`src/rtl/line_pkg.sv`:
```
// ============================================================================
// Module   : line_pkg
// Purpose  : Shared types, FSM state codes and step directions for the line rasteriser.
// Revision : 1.0
// ============================================================================
`default_nettype none

package line_pkg;

    localparam int LINE_COORD_W = 11;

    typedef logic [LINE_COORD_W-1:0]        coord_t;
    typedef logic signed [LINE_COORD_W+1:0] err_t;

    typedef logic [1:0] state_t;
    localparam logic [1:0] ST_IDLE  = 2'd0;
    localparam logic [1:0] ST_SETUP = 2'd1;
    localparam logic [1:0] ST_DRAW  = 2'd2;

    localparam logic STEP_POS = 1'b0;
    localparam logic STEP_NEG = 1'b1;

endpackage

`default_nettype wire

```
`src/rtl/line_octant_setup.sv`:
```
// ============================================================================
// Module   : line_octant_setup
// Purpose  : Combinational deltas, step directions, initial error and point count.
// Revision : 1.0
// ============================================================================
`default_nettype none

module line_octant_setup
    import line_pkg::*;
#(
    parameter int COORD_W = LINE_COORD_W
) (
    input  logic [COORD_W-1:0]        i_x0,
    input  logic [COORD_W-1:0]        i_y0,
    input  logic [COORD_W-1:0]        i_x1,
    input  logic [COORD_W-1:0]        i_y1,
    output logic signed [COORD_W+1:0] o_dx,
    output logic signed [COORD_W+1:0] o_dy,
    output logic signed [COORD_W+1:0] o_err,
    output logic                      o_sx,
    output logic                      o_sy,
    output logic [COORD_W-1:0]        o_cnt
);

    localparam int EW = COORD_W + 2;

    logic signed [EW-1:0] w_ddx;
    logic signed [EW-1:0] w_ddy;

    assign w_ddx = $signed({2'b00, i_x1}) - $signed({2'b00, i_x0});
    assign w_ddy = $signed({2'b00, i_y1}) - $signed({2'b00, i_y0});

    assign o_sx  = w_ddx[EW-1] ? STEP_NEG : STEP_POS;
    assign o_sy  = w_ddy[EW-1] ? STEP_NEG : STEP_POS;
    assign o_dx  = w_ddx[EW-1] ? -w_ddx : w_ddx;
    assign o_dy  = w_ddy[EW-1] ? -w_ddy : w_ddy;
    assign o_err = o_dx - o_dy;

    // Both deltas are non-negative and below 2**COORD_W, so the low bits hold the max.
    assign o_cnt = (o_dx > o_dy) ? o_dx[COORD_W-1:0] : o_dy[COORD_W-1:0];

endmodule

`default_nettype wire

```
`src/rtl/line_raster_stream.sv`:
```
// ============================================================================
// Module   : line_raster_stream
// Purpose  : All-octant Bresenham rasteriser, one pixel per cycle on a valid/ready
//            stream. Optional screen clipping when LINE_CLIP_EN is defined.
// Revision : 1.0
// ============================================================================
`default_nettype none

module line_raster_stream
    import line_pkg::*;
#(
    parameter int COORD_W  = LINE_COORD_W,
    parameter int SCREEN_W = 640,
    parameter int SCREEN_H = 480
) (
    input  logic               clk,
    input  logic               reset,
    input  logic               abort,
    input  logic               cmd_valid,
    output logic               cmd_ready,
    input  logic [COORD_W-1:0] x0,
    input  logic [COORD_W-1:0] y0,
    input  logic [COORD_W-1:0] x1,
    input  logic [COORD_W-1:0] y1,
    output logic               out_valid,
    input  logic               out_ready,
    output logic [COORD_W-1:0] out_x,
    output logic [COORD_W-1:0] out_y,
    output logic               out_last,
    output logic               busy,
    output logic               done
);

    localparam int EW = COORD_W + 2;
`ifdef LINE_CLIP_EN
    localparam bit CLIP_EN = 1'b1;
`else
    localparam bit CLIP_EN = 1'b0;
`endif
    localparam logic [31:0] SCR_W = 32'(SCREEN_W);
    localparam logic [31:0] SCR_H = 32'(SCREEN_H);

    state_t               r_state;
    logic [COORD_W-1:0]   r_cx0, r_cy0, r_cx1, r_cy1;
    logic signed [EW-1:0] r_dx, r_dy, r_err;
    logic                 r_sx, r_sy;
    logic [COORD_W-1:0]   r_cnt;
    logic [COORD_W-1:0]   r_x, r_y;
    logic                 r_done;

    logic signed [EW-1:0] w_dx, w_dy, w_err;
    logic                 w_sx, w_sy;
    logic [COORD_W-1:0]   w_cnt;

    line_octant_setup #(.COORD_W(COORD_W)) u_setup (
        .i_x0  (r_cx0),
        .i_y0  (r_cy0),
        .i_x1  (r_cx1),
        .i_y1  (r_cy1),
        .o_dx  (w_dx),
        .o_dy  (w_dy),
        .o_err (w_err),
        .o_sx  (w_sx),
        .o_sy  (w_sy),
        .o_cnt (w_cnt)
    );

    logic                 w_inbounds, w_onscreen, w_draw, w_step, w_final;
    logic                 w_xstep, w_ystep;
    logic signed [EW:0]   w_e2, w_ndy, w_dxe;
    logic signed [EW-1:0] w_err_next;
    logic [COORD_W-1:0]   w_x_next, w_y_next;

    assign w_inbounds = (32'(r_x) < SCR_W) && (32'(r_y) < SCR_H);
    assign w_onscreen = !CLIP_EN || w_inbounds;
    assign w_draw     = (r_state == ST_DRAW);
    assign w_final    = (r_cnt == '0);
    // Off-screen points advance without waiting for the sink.
    assign w_step     = w_draw && (out_ready || !w_onscreen);

    assign w_e2    = {r_err, 1'b0};
    assign w_ndy   = -{r_dy[EW-1], r_dy};
    assign w_dxe   = {r_dx[EW-1], r_dx};
    assign w_xstep = (w_e2 > w_ndy);
    assign w_ystep = (w_e2 < w_dxe);

    assign w_err_next = r_err - (w_xstep ? r_dy : '0) + (w_ystep ? r_dx : '0);
    assign w_x_next   = !w_xstep ? r_x :
                        (r_sx == STEP_NEG) ? r_x - COORD_W'(1) : r_x + COORD_W'(1);
    assign w_y_next   = !w_ystep ? r_y :
                        (r_sy == STEP_NEG) ? r_y - COORD_W'(1) : r_y + COORD_W'(1);

    assign cmd_ready = (r_state == ST_IDLE);
    assign busy      = (r_state != ST_IDLE);
    assign out_valid = w_draw && w_onscreen;
    assign out_last  = out_valid && w_final;
    assign out_x     = r_x;
    assign out_y     = r_y;
    assign done      = r_done;

    always_ff @(posedge clk or negedge reset) begin
        if (!reset) begin
            r_state <= ST_IDLE;
            r_cx0   <= '0;
            r_cy0   <= '0;
            r_cx1   <= '0;
            r_cy1   <= '0;
            r_dx    <= '0;
            r_dy    <= '0;
            r_err   <= '0;
            r_sx    <= STEP_POS;
            r_sy    <= STEP_POS;
            r_cnt   <= '0;
            r_x     <= '0;
            r_y     <= '0;
            r_done  <= 1'b0;
        end else begin
            r_done <= 1'b0;
            if (abort && (r_state != ST_IDLE)) begin
                r_state <= ST_IDLE;
            end else begin
                case (r_state)
                    ST_IDLE: begin
                        if (cmd_valid) begin
                            r_cx0   <= x0;
                            r_cy0   <= y0;
                            r_cx1   <= x1;
                            r_cy1   <= y1;
                            r_state <= ST_SETUP;
                        end
                    end
                    ST_SETUP: begin
                        r_dx    <= w_dx;
                        r_dy    <= w_dy;
                        r_err   <= w_err;
                        r_sx    <= w_sx;
                        r_sy    <= w_sy;
                        r_cnt   <= w_cnt;
                        r_x     <= r_cx0;
                        r_y     <= r_cy0;
                        r_state <= ST_DRAW;
                    end
                    ST_DRAW: begin
                        if (w_step) begin
                            if (w_final) begin
                                r_state <= ST_IDLE;
                                r_done  <= 1'b1;
                            end else begin
                                r_err <= w_err_next;
                                r_x   <= w_x_next;
                                r_y   <= w_y_next;
                                r_cnt <= r_cnt - COORD_W'(1);
                            end
                        end
                    end
                    default: r_state <= ST_IDLE;
                endcase
            end
        end
    end

endmodule

`default_nettype wire

```
`config.mk`:
```
export PLATFORM = sky130hd
export DESIGN_NAME = line_raster_stream
export DESIGN_NICKNAME = d
export VERILOG_FILES = /design/src/rtl/line_pkg.sv /design/src/rtl/line_octant_setup.sv /design/src/rtl/line_raster_stream.sv
export SDC_FILE = /design/constraint.sdc
export NUM_CORES = 1
export LEC_CHECK = 0
export CORE_MARGIN = 2
export CORE_UTILIZATION = 30
export DETAILED_ROUTE_END_ITERATION = 6
export PLACE_DENSITY = 0.5
export SLEW_MARGIN = 40
export SYNTH_ARGS = -nofsm -noshare
export SYNTH_HDL_FRONTEND = slang
export SYNTH_SLANG_ARGS = --single-unit
```
`constraint.sdc`:
```
create_clock -name clk -period 5.5 [get_ports clk]
set_clock_uncertainty 0.15 [all_clocks]
set_input_delay 0.55 -clock clk [delete_from_list [all_inputs] [get_ports clk]]
set_output_delay 0.55 -clock clk [all_outputs]
set_load 0.02 [all_outputs]
```
==> results of run 1 <==
-- logic make-up (layout without fill, tap and decap cells) --
group | Yosys count | count (layout) | share of synthesized area
xor gates and xnor gates | 72 | 72 | 0.0669
and+or+nand+nor | 295 | 295 | 0.145
muxes | 73 | 73 | 0.0818
buffers and inverters | 141 | 260 | 0.0555
DFF | 121 | 121 | 0.311
adders and majority gates | 115 | 115 | 0.161
AOI/OAI and AO/OA | 280 | 280 | 0.179
other | 2 | 2 | 0.000771
-- Yosys cell counts (3+ instances only) --
master	instances	area, µm²
nor3_1	23	115
or3_1	5	31.3
a21o_1	22	165
xor2_1	31	272
nor3_2	3	30.0
xnor2_1	39	342
clkbuf_1	22	82.6
nand2b_1	9	56.3
o41ai_1	4	35.0
nand2_1	95	357
nor4_1	3	18.8
and4_1	5	43.8
nand3_1	16	80.1
o211ai_1	9	67.6
nand4_1	4	25.0
o31ai_1	4	30.0
o22ai_1	3	18.8
inv_1	110	413
a31oi_1	10	62.6
dfrtp_1	121	3030
or2_2	7	43.8
a21oi_1	70	350
mux2_2	53	597
a221oi_1	3	26.3
buf_2	6	30.0
and3_1	6	37.5
fa_1	17	340
o31a_1	5	43.8
nor2b_1	15	93.8
o21ai_0	95	475
ha_1	98	1230
mux2i_1	20	200
o21a_1	11	82.6
a211oi_1	9	67.6
and2_1	19	119
nor2_1	76	285
o21ai_1	5	25.0
-- repair_timing --
item	4_1_cts	5_1_grt
setup endpoints to repair	2	13
pin swaps	0	16
resized for setup	2	33
setup buffers	0	6
hold endpoints to repair	26	0
hold buffers	1	0
-- sequential cells by signal, summed over array words and instances, names as in the netlist --
name     cells
r_dx        13
r_dy        13
r_err       13
out_x       11
out_y       11
r_cnt       11
r_cx0       11
r_cx1       11
r_cy0       11
r_cy1       11
r_state      2
done         1
r_sx         1
r_sy         1
-- placed cells by master (no fill, tap or decap), types with 31 or more instances in the layout --
master / netlist / final
dfrtp_1: 121 / 121
inv_1: 110 / 110
nand2_1: 95 / 93
ha_1: 98 / 92
o21ai_0: 95 / 87
nor2_1: 76 / 74
clkdlybuf4s50_1: 0 / 74
a21oi_1: 70 / 66
mux2_2: 53 / 53
buf_4: 1 / 41
xnor2_1: 39 / 39
xor2_1: 31 / 31
-- worst max path at each step --
stage,cells past startpoint,to,startpoint,slack (ns)
2_1_floorplan,23,r_err[12],r_dy[7],0.08
3_3_place_gp,22,r_err[12],r_dy[7],-0.09
3_5_place_dp,22,r_err[12],r_dy[7],-0.12
4_1_cts,22,r_err[12],r_dy[7],0.02
5_1_grt,24,r_err[12],r_dy[7],-0.14
6_report,24,r_err[12],r_dy[7],0.1
-- through the flow --
| step | utilization | instances | setup slack (ns) | TNS [ns] | hold WS (ns) |
|---|---|---|---|---|---|
| after global placement | 0.348 | 1622 | -0.0913 | -0.0913 | 0.341 |
| after CTS | 0.368 | 1654 | 0.0192 | 0 | 0.360 |
| after floorplan | - | 1099 | 0.0784 | 0 | 0.104 |
| final | 0.374 | 1660 | 0.0984 | 0 | 0.357 |
| after detailed placement | 0.348 | 1622 | -0.124 | -0.124 | 0.346 |
| after global routing | 0.374 | 1660 | -0.136 | -0.187 | 0.368 |
-- per-layer routing --
layer	track usage	share of wire	vias up
li1	-	-	4062
met2	0.263	0.47	100
met5	0	0	-
met4	0.0477	0.017	0
met1	0.216	0.48	3795
met3	0.0255	0.026	26
-- final cells by class --
class	count	area share
inverters	110	0.0342
repair buffers	119	0.0913
flip-flops and latches	121	0.251
clock inverters	9	0.0120
multi-input cells	837	0.526
clock buffers	22	0.0393
well taps	442	0.0459
==> results.tsv, run 1 <==
stage	metric	value	unit
setup_path	CP max stage delay	0.44	ns
yosys	Syn Inst Count	1099	
clocking	CTS tree	done	
setup_path	Arr. time, crit path	5.56	ns
setup_path	r2r endpoint	r_err[12]	
yosys	Mean Syn Cell Area	8.87	µm²
placement	Final Wtd Congestion	0.845	
yosys	Post-synth EDFFs	0	
drt	first-pass iteration count of the detailed router	5	
drt	final wirelength	25800	µm
clocking	CTS Root Cell	clkbuf_16	
timing	Slew @ Worst Pin	0.741	ns
clocking	clk_lat worst skew	0.42	ns
timing	Worst slew margin	0.506	
setup_path	required time worst endpoint	5.66	ns
timing	Peak Freq	185	MHz
yosys	Async SR Flop Fraction	1.00	
final_layout	cell area after layout	0.0121	mm²
yosys	Syn Nets	1263	
setup_path	critical-path cell list	or3_4 -> or4_4 -> nor2_2 -> xor2_1 -> ha_1 -> inv_1 -> o21ai_1 -> or3_1 -> o21ai_2 -> buf_4 -> nor2_1 -> ha_1 -> inv_1 -> ha_2 -> fa_2 -> a211oi_2 -> o21ai_1 -> a31oi_1 -> buf_4 -> nor2b_1 -> o21a_1 -> o41ai_2 -> xnor2_1 -> o21a_1	
floorplan	core area	0.0323	mm²
timing	endpoints failing setup	0	
floorplan	initial core utilization	0.302	
drt	ANT nets after route	0	
timing	RSZ-0062 raised after global routing	true	
hold_path	worst hold start	r_cx1[0]	
drt	Iteration-0 DRC Markers	311	
clocking	Sinks on Clock Net	121	
setup_path	critical path capture point type	register	
drt	Residual DRC	0	
global_routing	Overall Global Routing Usage	0.160	
global_routing	pin count of the biggest net entering global routing	59	
global_routing	number of global-route vias before repair	8014	
clocking	H-tree lvl count	4	
hold_path	Hold Path Depth	1	
clocking	CTS clk-pin slew, worst paths	0.06	ns
global_routing	grt ovf	0	
timing	Final Hold Fails	0	
final_layout	Multi-input gate area	0.00635	mm²
final_layout	FILL cells	3311	
setup_path	critical path buffer and inverter count	4	
setup_path	critical path type	reg -> reg	
setup_path	critical path's top delay family	compound AO/OA/AOI/OAI gates	
drt	vias per inst	4.81	
yosys	synth unique cells	72	
floorplan	Die Span Y	184	µm
global_routing	global-route wire length before repair	42500	µm
yosys	Post-Synthesis Cell Area	0.00975	mm²
hold_path	Hold EP	r_cx1[0]	
floorplan	Die ar.	0.0339	mm²
floorplan	Boundary Pins	76	
final_layout	n_diodes	0	
clocking	TritonCTS Buffers	17	
setup_path	Worst setup SP type	register	
final_layout	Nets	1370	
floorplan	Cell Rows	66	
drt	DR vias	7983	
yosys	Seq/Total Area, Yosys	0.311	
final_layout	Syn-to-layout area delta	23.7	%
final_layout	fraction of layout cells with a size suffix above 1	0.144	
timing	Final Max Slew Viols	0	
yosys	number of synthesized register bits	121	
job	Max-Cap Viols	0	
hold_path	Hold/Removal Path Class	reg -> reg	
timing	min cycle time layout	5.40	ns
setup_path	setup slack, reg-to-reg	0.1	ns
placement	Post-DP HPWL	20100	µm
final_layout	Storage cell area	0.00303	mm²
timing	crit share post-route	0.982	
global_routing	initial antenna violation count	0	
setup_path	reg-to-reg startpoint	r_dy[7]	
placement	port bufs	75	
setup_path	CP max stage cell	or4_4	
drt	routed len/inst	15.5	µm
clocking	clock buffer depth	2	
floorplan	die width	184	µm
outcome	status	finished clean	
setup_path	CP max FO	3	
yosys	ys flop type	dfrtp_1	
yosys	Yosys warnings	0	
placement	cell area after placement	0.0112	mm²
setup_path	Reg2Reg Depth	24	
Power of run 1 is not shown: default switching activity piles up to over one toggle a cycle in this logic, so the estimate is an artifact.
==> run 2: changes to the inputs <==
--- a/config.mk
+++ b/config.mk
@@ -8,6 +8,7 @@
 export CORE_MARGIN = 2
 export CORE_UTILIZATION = 30
 export DETAILED_ROUTE_END_ITERATION = 6
+export HOLD_SLACK_MARGIN = 0.02
 export PLACE_DENSITY = 0.5
 export SLEW_MARGIN = 40
 export SYNTH_ARGS = -nofsm -noshare
==> results of run 2 <==
No change in the layout: final DEF, timing and power equal those of run 1.
Power of run 2 is left out for the same reason.
==> run 3: changes to the inputs <==
--- a/config.mk
+++ b/config.mk
@@ -8,9 +8,11 @@
 export CORE_MARGIN = 2
 export CORE_UTILIZATION = 30
 export DETAILED_ROUTE_END_ITERATION = 6
+export GPL_ROUTABILITY_DRIVEN = 0
 export HOLD_SLACK_MARGIN = 0.02
 export PLACE_DENSITY = 0.5
 export SLEW_MARGIN = 40
 export SYNTH_ARGS = -nofsm -noshare
 export SYNTH_HDL_FRONTEND = slang
+export SYNTH_HIERARCHICAL = 1
 export SYNTH_SLANG_ARGS = --single-unit
==> results.tsv, run 3 <==
stage	metric	value	unit	change
yosys	post-synthesis mux area share	0.105		+0.0230
global_routing	global-route wire length before repair	46100	µm	+8.4%
drt	Metal-1 WL	13800	µm	+11%
drt	vias per inst	5.02		+4.3%
setup_path	required time worst endpoint	5.61	ns	-0.05 ns
yosys	ys flop type	dfrtp_1		
clocking	clock buffer depth	2		unchanged
setup_path	Critical path origin	r_cy0[4]		
setup_path	critical path capture point type	register		
setup_path	critical path type	reg -> reg		
hold_path	worst hold start	r_cy1[5]		
setup_path	critical path buffer and inverter count	5		+1
timing	Peak Freq	191	MHz	+3.1%
final_layout	n_diodes	0		unchanged
clocking	CTS clk-pin slew, worst paths	0.06	ns	about the same
placement	pre-CTS WS	0.0447	ns	+0.169 ns
timing	Worst slew margin	0.446		-0.0596
timing	Slew @ Worst Pin	0.830	ns	+0.0894 ns
final_layout	cell area after layout	0.0126	mm²	+4.8%
yosys	adder-cell share of the synthesized area	0.151		-0.00987
drt	first-pass iteration count of the detailed router	5		unchanged
setup_path	Worst setup SP type	register		
yosys	Yosys warnings	6		+6
timing	endpoints failing setup	0		unchanged
yosys	Mean Syn Cell Area	9.18	µm²	+3.5%
yosys	Synth area leader	dfrtp_1		
clocking	CTS Root Cell	clkbuf_16		
drt	final wirelength	28600	µm	+11%
clocking	clk_lat worst skew	0.42	ns	about the same
floorplan	core area	0.0336	mm²	+4.1%
timing	Final Max Slew Viols	0		unchanged
drt	wire length on met2	13700	µm	+12%
hold_path	Hold/Removal Path Class	reg -> reg		
floorplan	Die Span Y	189	µm	+2.7%
final_layout	fraction of layout cells with a size suffix above 1	0.177		+0.0338
setup_path	critical path's top delay family	compound AO/OA/AOI/OAI gates		
final_layout	most frequent cells in the layout	121 x dfrtp_1, 115 x inv_1, 93 x ha_1		
yosys	Synth area leaders	dfrtp_1 29%, ha_1 12%, mux2_2 7.9%		
final_layout	commonest non-fill, non-tap cell in the layout	dfrtp_1		
setup_path	reg-to-reg startpoint	r_cy0[4]		
final_layout	fin util	0.376		+0.00237
global_routing	Overall Global Routing Usage	0.164		+0.00420
global_routing	grt ovf	0		unchanged
yosys	xor and xnor fraction of the mapped netlist area	0.0701		+0.00319
timing	Final Hold Fails	0		unchanged
setup_path	CP max stage cell	dfrtp_1		
yosys	synth unique cells	93		+29%
global_routing	pin count of the biggest net entering global routing	70		+19%
placement	Post-DP HPWL	21900	µm	+9.2%
drt	max layer used	met4		
yosys	top-area cell type share of the netlist area	0.294		-0.0163
final_layout	biggest regs	r_dx (13), r_dy (13), r_err (13)		
yosys	Seq/Total Area, Yosys	0.294		-0.0163
yosys	Post-Synthesis Cell Area	0.0103	mm²	+5.5%
global_routing	initial antenna violation count	0		unchanged
outcome	status	finished clean		
drt	Iteration-0 DRC Markers	439		+41%
final_layout	FILL cells	3368		+1.7%
yosys	Compound-Gate Fraction of Synth Area	0.177		-0.00133
floorplan	Boundary Pins	76		unchanged
clocking	Sinks on Clock Net	121		unchanged
timing	min cycle time layout	5.24	ns	-0.160 ns
clocking	TritonCTS Buffers	17		unchanged
placement	cell area after placement	0.0118	mm²	+5.5%
setup_path	CP max FO	9		+6
yosys	Async SR Flop Fraction	1.00		unchanged
drt	ANT nets after route	0		unchanged
clocking	CTS tree	done		
drt	routed len/inst	16.9	µm	+8.6%
job	Max-Cap Viols	0		unchanged
yosys	Post-synth top cells	121 x dfrtp_1, 115 x inv_1, 96 x ha_1		
yosys	number of synthesized register bits	121		unchanged
drt	DR vias	8523		+6.8%
yosys	Syn Inst Count	1120		+1.9%
timing	Setup WS post-layout	0.258	ns	+0.160 ns
final_layout	Syn-to-layout area delta	22.9	%	
setup_path	Most common cell on crit path	buf_4		
floorplan	initial core utilization	0.306		+0.00408
floorplan	Cell Rows	67		+1.5%
drt	met3 routed WL	907	µm	+36%
drt	Residual DRC	0		unchanged
timing	crit share post-route	0.953		-0.0291
yosys	Post-synth EDFFs	0		unchanged
global_routing	number of global-route vias before repair	8575		+7.0%
setup_path	CP max stage delay	0.39	ns	-0.05 ns
setup_path	Arr. time, crit path	5.35	ns	-0.21 ns
yosys	combinational family with the most area after synthesis	compound AO/OA/AOI/OAI gates		
floorplan	die width	189	µm	+2.7%
yosys	Synth Area in Simple Gates	0.144		-0.00126
final_layout	Nets	1400		+2.2%
clocking	H-tree lvl count	4		unchanged
floorplan	Die ar.	0.0358	mm²	+5.4%
yosys	top-count cell post-synth	dfrtp_1		
placement	port bufs	75		unchanged
[run 3: cell types whose count changed after synthesis, moves of 10 or more]
cell	change
o22ai_1	+15
nand3_1	+13
o21ai_0	-38
xnor2_1	+10
mux2_2	+19
nand2_1	-29
and2_1	-10
and3_1	+12
[run 3: final timing paths]
kind	endpoint	slack, ns	cells after the start
max	r_cnt[7]	0.26	26
min	r_cy1[5]	0.36	1
max reg2reg	r_cnt[7]	0.26	26
min reg2reg	r_cy1[5]	0.36	1
max in group asynchronous	r_dx[8]	3.45	3
min in group asynchronous	r_cx0[7]	0.56	2
[run 3: metrics by stage]
stage / hold WS [ns] / TNS [ns] / cells
2_1_floorplan: 0.104 / 0 / 1122
3_3_place_gp: 0.346 / 0 / 1660
3_5_place_dp: 0.352 / 0 / 1660
4_1_cts: 0.365 / 0 / 1693
5_1_grt: 0.381 / -0.0363 / 1699
6_report: 0.361 / 0 / 1699
[run 3: logic make-up (layout without fill, tap and decap cells)]
group | after synthesis | after routing
simple gates | 286 | 286
compound gates | 270 | 270
buf+inv | 153 | 282
flops | 121 | 121
fa+ha+maj | 114 | 114
mux | 95 | 95
xor+xnor | 79 | 79
other cells | 2 | 4
[run 3: layer usage]
metal / GRT usage / up-vias
met5: 0 / -
li1: - / 4237
met3: 0.0261 / 16
met1: 0.220 / 4122
met4: 0.0379 / 0
met2: 0.277 / 148
[run 3: cell type report]
type,instances,area [µm²],share of cell area
Inverter,119,447,0.0353
Multi-Input combinational cell,848,6810,0.539
Tap cell,448,561,0.0444
Timing Repair Buffer,131,1180,0.0933
Clock inverter,13,178,0.0141
Sequential cell,121,3030,0.240
Clock buffer,19,433,0.0343
[run 3: what timing repair did]
item | in CTS | in global routing
resized for setup | 0 | 29
endpoints found under the hold margin | 29 | 0
setup buffers | 0 | 6
hold buffers | 1 | 0
endpoints found under the setup margin | 0 | 14
Power of run 3 is left out for the same reason.
